File: config.mk
export PLATFORM = sky130hd
export DESIGN_NAME = hazard_forward_unit
export DESIGN_NICKNAME = d
export VERILOG_FILES = /design/src/rtl/hazard_forward_unit.sv
export SDC_FILE = /design/constraint.sdc
export NUM_CORES = 1
export LEC_CHECK = 0
export ABC_AREA = 1
export ABC_CLOCK_PERIOD_IN_PS = 4600
export CAP_MARGIN = 20
export CORE_ASPECT_RATIO = 1.75
export CORE_MARGIN = 1
export CORE_UTILIZATION = 45
export CTS_CLUSTER_DIAMETER = 120
export DETAILED_ROUTE_END_ITERATION = 10
export GPL_ROUTABILITY_DRIVEN = 0
export GPL_TIMING_DRIVEN = 0
export PLACE_DENSITY = 0.74
export SLEW_MARGIN = 25
export SYNTH_ARGS = -nofsm -noshare
export SYNTH_HDL_FRONTEND = slang
export SYNTH_SLANG_ARGS = --single-unit
File: constraint.sdc
create_clock -name clk -period 4.6 [get_ports clk]
set_input_delay 0.92 -clock clk [delete_from_list [all_inputs] [get_ports clk]]
set_output_delay 0.92 -clock clk [all_outputs]
set_load 0.01 [all_outputs]
File: src/rtl/hazard_forward_unit.sv
// Hazard detection and operand forwarding for the pipelined core.
// Produces registered per-source forwarding selects and a load-use stall/bubble.
module hazard_forward_unit #(
    parameter int REG_ADDR_W   = 2,
    parameter int NUM_SRC      = 2,
    parameter int LOAD_USE_LAT = 1,
    parameter int ZERO_REG_EN  = 0,
    parameter int STALL_CNT_W  = 16
) (
    input  logic                          clk,
    input  logic                          reset_n,
    input  logic                          id_valid,
    input  logic [NUM_SRC*REG_ADDR_W-1:0] id_rs,
    input  logic [NUM_SRC-1:0]            id_rs_used,
    input  logic                          ex_valid,
    input  logic [REG_ADDR_W-1:0]         ex_rd,
    input  logic                          ex_reg_write,
    input  logic                          ex_mem_read,
    input  logic                          mem_valid,
    input  logic [REG_ADDR_W-1:0]         mem_rd,
    input  logic                          mem_reg_write,
    input  logic                          flush,
    input  logic                          cnt_clr,
    output logic [2*NUM_SRC-1:0]          fwd_sel,
    output logic                          stall,
    output logic                          bubble,
    output logic [STALL_CNT_W-1:0]        stall_cycles
);

    typedef enum logic {RUN, BUBBLE} state_t;

    localparam logic [3:0] BUB_INIT = (LOAD_USE_LAT > 1) ? 4'(LOAD_USE_LAT - 2) : 4'd0;

    state_t                 state;
    logic [3:0]             cnt;
    logic [NUM_SRC-1:0]     match_ex;
    logic [NUM_SRC-1:0]     match_mem;
    logic [REG_ADDR_W-1:0]  src;
    logic                   zero_blk;
    logic                   hazard;
    logic [2*NUM_SRC-1:0]   fwd_nxt;

    always_comb begin
        match_ex  = '0;
        match_mem = '0;
        src       = '0;
        zero_blk  = 1'b0;
        for (int unsigned i = 0; i < NUM_SRC; i++) begin
            src          = id_rs[i*REG_ADDR_W +: REG_ADDR_W];
            zero_blk     = (ZERO_REG_EN != 0) && (src == '0);
            match_ex[i]  = id_rs_used[i] & ex_valid & ex_reg_write & (src == ex_rd) & ~zero_blk;
            match_mem[i] = id_rs_used[i] & mem_valid & mem_reg_write & (src == mem_rd) & ~zero_blk;
        end
    end

    assign hazard = id_valid & (|match_ex) & ex_mem_read;
    // Gated with reset_n so the outputs are quiet while reset is held.
    assign stall  = reset_n & ~flush & ((state == BUBBLE) | hazard);
    assign bubble = stall & ~flush;

    always_comb begin
        fwd_nxt = '0;
        if (!flush && !stall && id_valid) begin
            for (int unsigned i = 0; i < NUM_SRC; i++) begin
                if (match_ex[i] && !ex_mem_read)
                    fwd_nxt[2*i +: 2] = 2'd2;
                else if (match_mem[i])
                    fwd_nxt[2*i +: 2] = 2'd1;
            end
        end
    end

    always_ff @(posedge clk or negedge reset_n) begin
        if (!reset_n) begin
            state   <= RUN;
            cnt     <= '0;
            fwd_sel <= '0;
        end else begin
            fwd_sel <= fwd_nxt;
            if (flush) begin
                state <= RUN;
                cnt   <= '0;
            end else begin
                case (state)
                    RUN: begin
                        if (stall && LOAD_USE_LAT > 1) begin
                            state <= BUBBLE;
                            cnt   <= BUB_INIT;
                        end
                    end
                    BUBBLE: begin
                        if (cnt == '0)
                            state <= RUN;
                        else
                            cnt <= cnt - 4'd1;
                    end
                    default: begin
                        state <= RUN;
                        cnt   <= '0;
                    end
                endcase
            end
        end
    end

    always_ff @(posedge clk or negedge reset_n) begin
        if (!reset_n)
            stall_cycles <= '0;
        else if (cnt_clr)
            stall_cycles <= '0;
        else if (stall && stall_cycles != '1)
            stall_cycles <= stall_cycles + 1'b1;
    end

endmodule

==> results.toml, run 1 <==
[global_routing]
grt_pass1_vias = 1483
grt_pass1_wl_um = 6100
antenna_found_initial = 0
grt_util_all_layers_pct = 21.8
overflow = 0
grt_max_degree = 27

[cells_and_area]
drive_gt1_share_pct = 6.91
fin_area_um2 = 2140
area_delta_synth_final_pct = 30.4
n_antenna_cell = 0
layout_commonest_cell = "nand2_1"
final_cell_mix = "65 x nand2_1, 39 x clkdlybuf4s50_1, 31 x nor2_1"
final_cells = 320
nNetsFinal = 299
final_util_pct = 62.3

[sta]
layout_min_cycle_time_ns = 3.63
worst_slew_pin_slew_ns = 0.582
fmax_mhz = 275
setup_viol = 0
skew_ns = 0.00392
rsz0062_at_grt = "false"
hold_viol = 0
relSlewSlack_pct = 61.2
fin_setup_tns_ns = 0
fin_crit_sh_pct = 78.9
drv_slew = 0

[worst_hold_path]
hold_start = "cnt[3]"
hold_end = "cnt[3]"
whs_path_depth = 1
hold_path.class = "reg2reg"

[setup_path]
path_cells = "clkdlybuf4s50_1 > inv_1 > a21oi_1 > nand3_1 > nand2_1 > nand2_1 > nand2_1 > nand2_1 > inv_1 > clkdlybuf4s50_1"
r2r_slack_ns = 2.79
start_kind = "input pin"
arrival_ns = 2.71
r2r_start = "stall_cycles[0]"
cpMaxStageDelayCell = "clkdlybuf4s50_1"
crit_type = "in2out"
reg2reg_to = "stall_cycles[10]"
slowest_delay_ns = 0.53
cp.required_ns = 3.68
cpMostUsedCell = "nand2_1"
cp-end-kind = "output port"
reg2reg_depth = 11
critPathMaxFanout = 3

[run_status]
status = "finished, final reports clean"

[clocking]
cts-buffers-inserted = 3
clock_sinks = 25
cts_root_buffer = "clkbuf_8"
cts_setup_buffers = 0
clkLatencyLatePin_ns = 0.28
cts_tree = "built"
clockBufferDepth = 2
ctsHoldBuffers = 0
post_cts_resized = 0
clk_pin_slew_ns = 0.09
cts_max_level = 1

[routing]
vias = 1622
antenna_left = 0
firstDrtPassIters = 4
routed_wirelength_um = 3830
viasPerCell = 5.07
drt_iter0_markers = 32
post-route-drc-count = 0
wire_per_inst_um = 12.0

[floorplan]
core.rowCount = 28
io_pins = 42
die_area_um2 = 3900
start_util_pct = 47.8
fp.dieH_um = 81.9
coreArea_um2 = 3430
fp.dieW_um = 47.6

[pwr]
seq_power_share_pct = 53.6
ir_worst_vdd_mv = 0.162
leakage_nw = 1.02
power_switching_uw = 111
pwr-share-clk_pct = 31.9
p_sw_share_pct = 26.1
p_int_uw = 313
p_per_area_nw_per_um2 = 198
power_frac_comb_pct = 14.4

[synthesis]
ys_seq_elements = 25
synth_cell_types = 32
synth_area_um2 = 1640
syn-num-nets = 254
ys_seq_area_share_pct = 38.1
syn_area_per_cell_um2 = 7.10
yosys_warnings = 0
syn-instance-count = 231

[place]
port_buffers = 40
dp.cells = 316
post-dp-hpwl_um = 3040
placed_cell_area_um2 = 2090

[run]
drv_cap = 0
[state kept, by name, indices dropped and copies added (netlist names)]
register	flops
fwd_sel	4
stall_cycles	16
state	1
cnt	4
[per-layer routing]
| layer | vias up | routed length (µm) | global-route usage, % | share of wire (%) |
|---|---|---|---|---|
| met5 | - | 0 | 0 | 0 |
| met4 | 0 | 80 | 11.1 | 2.1 |
| met3 | 5 | 107 | 1.32 | 2.8 |
| met2 | 40 | 2230 | 42.7 | 58 |
| met1 | 755 | 1420 | 20.7 | 37 |
| li1 | 822 | - | - | - |
[power groups by stage]
stage	combinational [mW]	clock, mW	sequential [mW]
5_1_grt	0.0688	0.145	0.228
2_1_floorplan	0.0253	0	0.232
3_3_place_gp	0.0616	0	0.232
6_report	0.0612	0.135	0.227
3_5_place_dp	0.0621	0	0.232
4_1_cts	0.0622	0.138	0.228
[cells by family after synthesis]
group           synth area share, %
compound gates                 6.87
xor+xnor                       4.81
fa+ha+maj                      2.29
buf+inv                        9.08
flops                          38.1
simple gates                   38.8
[cell usage after synthesis]
cell	instances	share of area [%]
nand2_2	3	1.1
buf_6	1	0.69
nand2_1	65	15
nand3_1	25	7.6
o211ai_1	2	0.92
nand2_4	1	0.69
inv_2	1	0.23
nand3_4	2	2.1
nand4_2	1	0.76
nor2_1	31	7.1
o22ai_1	1	0.38
a211oi_1	3	1.4
inv_1	28	6.4
nor2_2	1	0.38
o21ai_0	5	1.5
a21oi_1	6	1.8
ha_1	3	2.3
nor2_4	1	0.69
xnor2_1	3	1.6
buf_4	1	0.46
xor2_1	6	3.2
nand3b_1	1	0.46
nor4_1	1	0.38
nor3_1	2	0.61
dfrtp_1	25	38
o21bai_1	1	0.46
nand4_1	4	1.5
clkinv_1	1	0.23
clkbuf_1	2	0.46
buf_2	2	0.61
a31oi_1	1	0.38
nor3b_1	1	0.46
[area by class of cell]
cell class                      instances  area [µm²]
Multi-Input combinational cell        170         866
Clock buffer                            3        41.3
Buffer                                  6        36.3
Clock inverter                          1        5.00
Inverter                               30         113
Tap cell                               45        56.3
Timing Repair Buffer                   40         395
Fill cell                             351        1290
Sequential cell                        25         626
[metrics by stage]
| step | power, mW | hold slack, ns | setup slack, ns |
|---|---|---|---|
| after floorplan | 0.258 | 0.434 | 2.11 |
| after global placement | 0.293 | 0.461 | 0.372 |
| after detailed placement | 0.294 | 0.457 | 0.954 |
| after CTS | 0.427 | 0.470 | 0.951 |
| after global routing | 0.442 | 0.488 | 0.829 |
| final | 0.424 | 0.472 | 0.969 |
[worst max-delay path: cells and delay by family]
kind	cells	cell delay (ns)
AND/OR/NAND/NOR	5	0.46
buffers and inverters	4	1.17
AO/OA/AOI/OAI	1	0.17
[how the worst max path moves through the flow]
stage | cells after the start | slack (ns) | endpoint | startpoint
after global placement | 6 | 0.37 | bubble | reset_n
after global routing | 10 | 0.83 | stall | id_rs[0]
after detailed placement | 10 | 0.95 | bubble | id_rs[0]
after floorplan | 8 | 2.11 | bubble | id_rs[0]
final | 10 | 0.97 | stall | id_rs[0]
after CTS | 10 | 0.95 | bubble | id_rs[0]
Power figures use the tool's default switching activity.
==> run 2, diff against run 1 <==
--- a/config.mk
+++ b/config.mk
@@ -6,16 +6,16 @@
 export NUM_CORES = 1
 export LEC_CHECK = 0
 export ABC_AREA = 1
-export ABC_CLOCK_PERIOD_IN_PS = 4600
+export ABC_CLOCK_PERIOD_IN_PS = 2900
 export CAP_MARGIN = 20
 export CORE_ASPECT_RATIO = 1.75
 export CORE_MARGIN = 1
-export CORE_UTILIZATION = 45
+export CORE_UTILIZATION = 44
 export CTS_CLUSTER_DIAMETER = 120
 export DETAILED_ROUTE_END_ITERATION = 10
 export GPL_ROUTABILITY_DRIVEN = 0
 export GPL_TIMING_DRIVEN = 0
-export PLACE_DENSITY = 0.74
+export PLACE_DENSITY = 0.76
 export SLEW_MARGIN = 25
 export SYNTH_ARGS = -nofsm -noshare
 export SYNTH_HDL_FRONTEND = slang
==> constraint.sdc (replaced) <==
create_clock -name clk -period 2.9 [get_ports clk]
set_input_delay 0.58 -clock clk [delete_from_list [all_inputs] [get_ports clk]]
set_output_delay 0.58 -clock clk [all_outputs]
set_load 0.01 [all_outputs]
==> run 2 against run 1 <==
Net effect: via count down 1.3%; total power up 57%; final cell count up 0.31%; register-to-register slack worse by 1.7 ns; core utilization down 2.4 points; clock power up 54%; largest cell class unchanged; critical path depth up 1; sequential power up 59%; clock skew down 0.0013 ns; non-clock buffer count unchanged; global-route usage up 0.45 points.
==> results.toml, run 2 (synthesis results as in run 1) <==
[place]
place_ws_ns = -0.0251
port_buffers = 40
placed_cell_area_um2 = 2090
dp.cells = 317
post-dp-hpwl_um = 2930

[cells_and_area]
drive_gt1_share_pct = 7.27
fillers = 341
final_cells = 321
top_regs = "stall_cycles: 16 flops, cnt: 4 flops, fwd_sel: 4 flops"
fin_area_um2 = 2150
final_util_pct = 59.8
area_delta_synth_final_pct = 31.0
top_register = "stall_cycles"
nNetsFinal = 299
largest_register_ffs = 16
n_antenna_cell = 0
final_cell_mix = "65 x nand2_1, 36 x clkdlybuf4s50_1, 31 x nor2_1"
layout_commonest_cell = "nand2_1"

[routing]
firstDrtPassIters = 4
vias = 1601
drt_iter0_markers = 23
antenna_left = 0
routed_wirelength_um = 3760
wire_per_inst_um = 11.7
post-route-drc-count = 0
viasPerCell = 4.99

[sta]
relSlewSlack_pct = 61.5
setup_viol = 0
drv_slew = 0
skew_ns = 0.00259
hold_slack_ns = 0.296
finalWorstSetupSlack_ns = 0.264
hold_viol = 0
fmax_mhz = 379
fin_setup_tns_ns = 0
layout_min_cycle_time_ns = 2.64
fin_crit_sh_pct = 90.9
worst_slew_pin_slew_ns = 0.578
rsz0062_at_grt = "false"

[setup_path]
crit_type = "in2out"
cp.required_ns = 2.32
arrival_ns = 2.06
cp-end-kind = "output port"
critPathMaxFanout = 3
start_kind = "input pin"

[global_routing]
grt_util_all_layers_pct = 22.3
grt_pass1_wl_um = 6470
antenna_found_initial = 0
grt_pass1_vias = 1598
overflow = 0
grt_max_degree = 27

[worst_hold_path]
hold_path.class = "in2async"

[clocking]
clk_pin_slew_ns = 0.09
cts_max_level = 1
cts_root_buffer = "clkbuf_8"
ctsHoldBuffers = 0
clock_sinks = 25
cts-buffers-inserted = 3
clkLatencyLatePin_ns = 0.27
clockBufferDepth = 2
cts_setup_buffers = 0
cts_tree = "built"

[floorplan]
fp.dieW_um = 48.2
die_area_um2 = 3990
fp.dieH_um = 82.8
coreArea_um2 = 3590
core.rowCount = 29
io_pins = 42
start_util_pct = 45.7

[pwr]
power_switching_uw = 168
seq_power_share_pct = 54.0
p_int_uw = 499
leakage_nw = 1.04
p_per_area_nw_per_um2 = 311
pwr-share-clk_pct = 31.1
p_total_uw = 667
power_frac_comb_pct = 14.9
ir_worst_vdd_mv = 0.196
p_sw_share_pct = 25.2

[run_status]
status = "finished, final reports clean"

[run]
drv_cap = 0
run 2: cell count changes in the layout (fill, tap and decap cells not counted), sizes merged:
cell	previous run	this run
clkbuf	5	6
clkdlybuf4s50	39	36
clkinv	2	1
dlygate4sd2	0	2
dlymetal6s2s	0	1
run 2: path summary, 6_finish.rpt:
| kind | slack [ns] | depth (start not counted) | startpoint | end |
|---|---|---|---|---|
| worst max register to register | 1.10 | 11 | stall_cycles[0] | stall_cycles[10] |
| worst min register to register | 0.47 | 1 | cnt[3] | cnt[3] |
| min in group clk | 0.47 | 1 | cnt[3] | cnt[3] |
| worst max-delay path | 0.26 | 11 | id_rs[0] | stall |
| worst min-delay path | 0.30 | 1 | reset_n | stall_cycles[3] |
| max in group asynchronous | 2.22 | 1 | reset_n | stall_cycles[11] |
run 2: metal layers:
metal	vias to the layer above	wire length, µm	track usage (%)
met4	0	57	7.50
met5	-	0	0
li1	821	-	-
met2	40	2200	43.9
met1	735	1410	22.4
met3	5	87	1.30
run 2: final cells by class:
cell class	count	area, µm²	area share [%]
well taps	46	57.6	2.68
flip-flops and latches	25	626	29.1
repair buffers	40	395	18.4
inverters	30	113	5.24
clock buffers	4	45.0	2.10
multi-input cells	170	877	40.8
plain buffers	6	36.3	1.69
run 2: critical path, cell delays in order:
cell and delay [ns]:
clkdlybuf4s50_1 0.44, inv_1 0.11, nor2_1 0.06, nor2_1 0.12, nand3_1 0.08, nand2_1 0.08, nand2_1 0.05, nand2_1 0.11
nand2_1 0.11, inv_1 0.06, dlygate4sd2_1 0.26
run 2: repair_timing:
action / CTS / global route
endpoints found under the setup margin: 2 / 1
pin swaps: 0 / 0
resized for setup: 3 / 2
run 2: power groups by stage:
| stage | combinational [mW] | sequential [mW] | clock, mW |
|---|---|---|---|
| 2_1_floorplan | 0.0401 | 0.369 | 0 |
| 3_3_place_gp | 0.0985 | 0.367 | 0 |
| 3_5_place_dp | 0.0992 | 0.367 | 0 |
| 4_1_cts | 0.0993 | 0.360 | 0.215 |
| 5_1_grt | 0.111 | 0.361 | 0.223 |
| 6_report | 0.0995 | 0.360 | 0.208 |
==> RTL change 1, RTL diff (flow settings as in run 2) <==
Change the parameter `STALL_CNT_W` from 16 to 14.
--- a/src/rtl/hazard_forward_unit.sv
+++ b/src/rtl/hazard_forward_unit.sv
@@ -6,5 +6,5 @@
     parameter int LOAD_USE_LAT = 1,
     parameter int ZERO_REG_EN  = 0,
-    parameter int STALL_CNT_W  = 16
+    parameter int STALL_CNT_W  = 14
 ) (
     input  logic                          clk,
Ports: changed (resized stall_cycles); port bits go from 42 to 40. No check against the original RTL was run, so the function may have changed too.
==> RTL change 1 against run 2 <==
- sequential cell count decreased by 2
- area after synthesis decreased by 12%
- clock skew about the same
- fmax increased by 6.3%
- die area decreased by 11%
- wire length decreased by 15%
- design area decreased by 9.8%
- hold slack got worse by 0.020 ns
- global-route usage decreased by 1.6 points
- power decreased by 4.1%
- combinational power increased by 5%
- setup slack improved by 0.16 ns
- critical path depth decreased by 2
- non-clock buffer count decreased by 3
==> RTL change 1: results <==
[status]
outcome = complete, no violations

[final_layout]
multi_input_cells = 144
seq_share_pct = 29.7
seq_cells = 23
drive_gt1_share_pct = 5.00
top_regs = stall_cycles (14), cnt (4), fwd_sel (4)
fin_nets = 264
finalNonFillerCells = 283
bufAreaShareNonClock_pct = 21.7
clockNetworkAreaShare_pct = 2.32
non_clock_inverter_count = 26

[detailed_routing]
drt_iter0_drc = 25
wl_um = 3210
met2WireLength_um = 1850
met1_length_um = 1200

[synth]
syn_nets = 220
synth_common_cells = nand2_1 (49), nand3_1 (28), inv_1 (26), nor2_1 (25), dfrtp_1 (23)
synthDistinctLibCells = 24

[setup_path]
crit_path_start = ex_rd[0]
rrSetupSlack_ns = 1.16
cp.arrival_ns = 1.90

[power_and_ir_drop]
max-vdd-ir-drop_mv = 0.269
p_sw_share_pct = 25.4
pwr_density_cell_nw_per_um2 = 330
p_seq_share_pct = 52.2

[global_route]
gr-usage-met3_pct = 2.33
grtUsageTotal_pct = 20.6
grtUsageMet2_pct = 39.0
grt_max_degree = 25

[placement]
io_buffers = 39
[RTL change 1: cell families (layout without fill, tap and decap cells)]
logic type	Yosys count	after routing	share of synthesized area [%]
AOI/OAI and AO/OA	12	12	4.49
xor gates and xnor gates	13	13	7.85
adders and majority gates	3	3	2.59
buffers and inverters	30	73	8.80
DFF	23	23	39.7
and+or+nand+nor	116	116	36.6
[RTL change 1: repair_timing]
action / in CTS / in global routing
resized for setup: 0 / 2
endpoints found under the setup margin: 0 / 2
hold buffers: 0 / 0
[RTL change 1: per-stage QoR]
| stage | setup WS, ns | area (µm²) |
|---|---|---|
| 2_1_floorplan | 1.14 | 1450 |
| 3_3_place_gp | -0.522 | 1890 |
| 3_5_place_dp | 0.0344 | 1890 |
| 4_1_cts | 0.0225 | 1930 |
| 5_1_grt | 0.250 | 1940 |
| 6_report | 0.421 | 1940 |
==> RTL change 2, RTL diff (settings of run 2) <==
Made on the original files. Make the reset (`reset_n`) synchronous in 2 clocked blocks.
--- a/src/rtl/hazard_forward_unit.sv
+++ b/src/rtl/hazard_forward_unit.sv
@@ -71,5 +71,5 @@
     end
 
-    always_ff @(posedge clk or negedge reset_n) begin
+    always_ff @(posedge clk) begin
         if (!reset_n) begin
             state   <= RUN;
@@ -104,5 +104,5 @@
     end
 
-    always_ff @(posedge clk or negedge reset_n) begin
+    always_ff @(posedge clk) begin
         if (!reset_n)
             stall_cycles <= '0;
Behaviour: differs if reset_n is asserted again (counterexample within 4 cycles, from zero or initial values and one cycle with reset_n low); with reset_n held inactive, the same outputs for 10 cycles.
==> RTL change 2 against run 2 <==
- wire length increased by 3.5%
- count of clock-buffer cells in the layout did not move
- sequential power decreased by 5%
- non-clock buffer count rose by 1
- combinational power shrank 34%
- design area down 1.9%
- largest cell class unchanged
- sequential share of layout area fell by 5.4 points
- setup slack got worse by 0.24 ns
- global-route usage grew 0.58 points
- area after synthesis fell by 3.8%
- sequential cell count is the same
- power fell by 7.7%
==> RTL change 2: results <==
[status]
outcome = complete, no violations

[global_route]
antenna_found_initial = 0
use_met1_pct = 24.5
grtUsageTotal_pct = 22.8
grt_max_degree = 16
gr-usage-met3_pct = 2.22
grtUsageMet2_pct = 42.3
grt_pass1_wl_um = 6500

[setup_path]
r2r_end = stall_cycles[7]
path_max_fanout = 2
rrSetupSlack_ns = 1.05
r2r_cells = 10
endpoint = bubble
cp.arrival_ns = 2.29
reg2reg_from = stall_cycles[0]
crit_path_start = ex_rd[0]

[clocking]
cts_made_buffers = 3
clock_latency_ns = 0.27
cts-root-buf = clkbuf_8
cts-htree-levels = 1
clockBufferDepth = 2
path_clk_slew_ns = 0.08

[synth]
synth_seq_area_share_pct = 31.7
async_reset_ff_share_pct = 0
syn_nets = 257
synthDistinctLibCells = 25
yosys_warnings = 0
ys_top_cells_by_area = dfxtp_1 (32%), nand2_1 (14%), nand4_1 (9.1%), nor2_1 (7.1%), inv_1 (6.9%)
synth_common_cells = nand2_1 (60), nor2_1 (30), inv_1 (29), dfxtp_1 (25), nand4_1 (23)
ys.flop_type = dfxtp_1

[final_layout]
drive_gt1_share_pct = 10.4
ff_latch_area_um2 = 500
multi_input_area_um2 = 941
antennaDiodeCount = 0
fin_nets = 303
fillers = 329
top_regs = stall_cycles (16), cnt (4), fwd_sel (4)

[placement]
io_buffers = 41
hpwl_um = 3040
placed_area_um2 = 2040
post-place-ws_ns = -0.353

[sta]
finalCriticalPeriod_ns = 2.87
skew_ns = 0.00519
tightest_slew_ns = 0.760

[detailed_routing]
num_vias = 1645
drt_pass1_iterations = 4
drt_iter0_drc = 55
wl_um = 3890

[power_and_ir_drop]
max-vdd-ir-drop_mv = 0.198
p_leak_nw = 0.791

[min_path]
min_delay_path_depth = 2
worstHoldPathType = reg2reg
RTL change 2: cell types whose count changed after synthesis, moves of 2 or more:
cell / before / now
nand2_1: 65 / 60
a211oi_1: 3 / 0
xnor2_1: 3 / 7
nand4_1: 4 / 23
a21oi_1: 6 / 9
dfxtp_1: 0 / 25
dfrtp_1: 25 / 0
a21oi_2: 0 / 8
nand3_1: 25 / 10
nand2_2: 3 / 6
o211ai_1: 2 / 0
RTL change 2: metal layers:
layer / part of all wire [%] / vias up / routed length [µm]
met5: 0 / - / 0
met4: 2.1 / 0 / 80
met3: 2.9 / 8 / 112
met2: 54 / 41 / 2110
met1: 41 / 745 / 1580
li1: - / 851 / -
RTL change 2: critical path: stages:
cell	delay [ns]
clkdlybuf4s50_1	0.49
inv_1	0.07
a21oi_2	0.15
nand3_1	0.09
nand2_1	0.08
nand2_1	0.10
nand2_4	0.09
nand2_1	0.07
inv_1	0.06
clkdlybuf4s50_1	0.52
RTL change 2: logic make-up (layout without fill, tap and decap cells):
group                      count (synthesis)  count (layout)  synth area share (%)
buffers and inverters                     35              80                  9.20
xor gates and xnor gates                  12              12                  6.66
adders and majority gates                  2               2                  1.59
DFF                                       25              25                  31.7
AOI/OAI and AO/OA                         22              22                  8.96
and+or+nand+nor                          139             139                  41.9
RTL change 2: worst min path at each step:
stage	from	end	slack, ns
CTS	cnt[2]	cnt[2]	0.51
finish	cnt[2]	cnt[2]	0.50
global placement	stall_cycles[15]	stall_cycles[15]	0.49
global route	stall_cycles[15]	stall_cycles[15]	0.53
floorplan	cnt[2]	cnt[2]	0.46
detailed placement	cnt[2]	cnt[2]	0.50
RTL change 2: timing repair:
action | CTS | global route
pin swaps | 1 | 0
gates resized for setup | 4 | 2
setup buffers | 1 | 0
setup endpoints to repair | 2 | 2
RTL change 2: per-stage QoR:
step           total power [mW]  std cells  TNS, ns
2_1_floorplan             0.379        235        0
3_3_place_gp              0.414        321   -0.618
3_5_place_dp              0.415        321   -0.699
4_1_cts                   0.622        325        0
5_1_grt                   0.645        325   -0.139
6_report                  0.616        325        0
RTL change 2: cell type report:
cell class                 count  share of cell area (%)
multi-input combinational    175                    44.6
sequential                    25                    23.7
timing repair buffer          42                    20.0
inverter                      29                    5.16
tap                           45                    2.67
clock buffer                   4                    2.14
buffer                         5                    1.66
RTL change 2: power breakdown:
group	internal, mW	total, mW	leakage (nW)	switching (mW)
sequential	0.343	0.343	0.201	0.000110
clock	0.0982	0.207	0.0228	0.109
combinational	0.0342	0.0655	0.567	0.0313
total	0.476	0.616	0.791	0.140
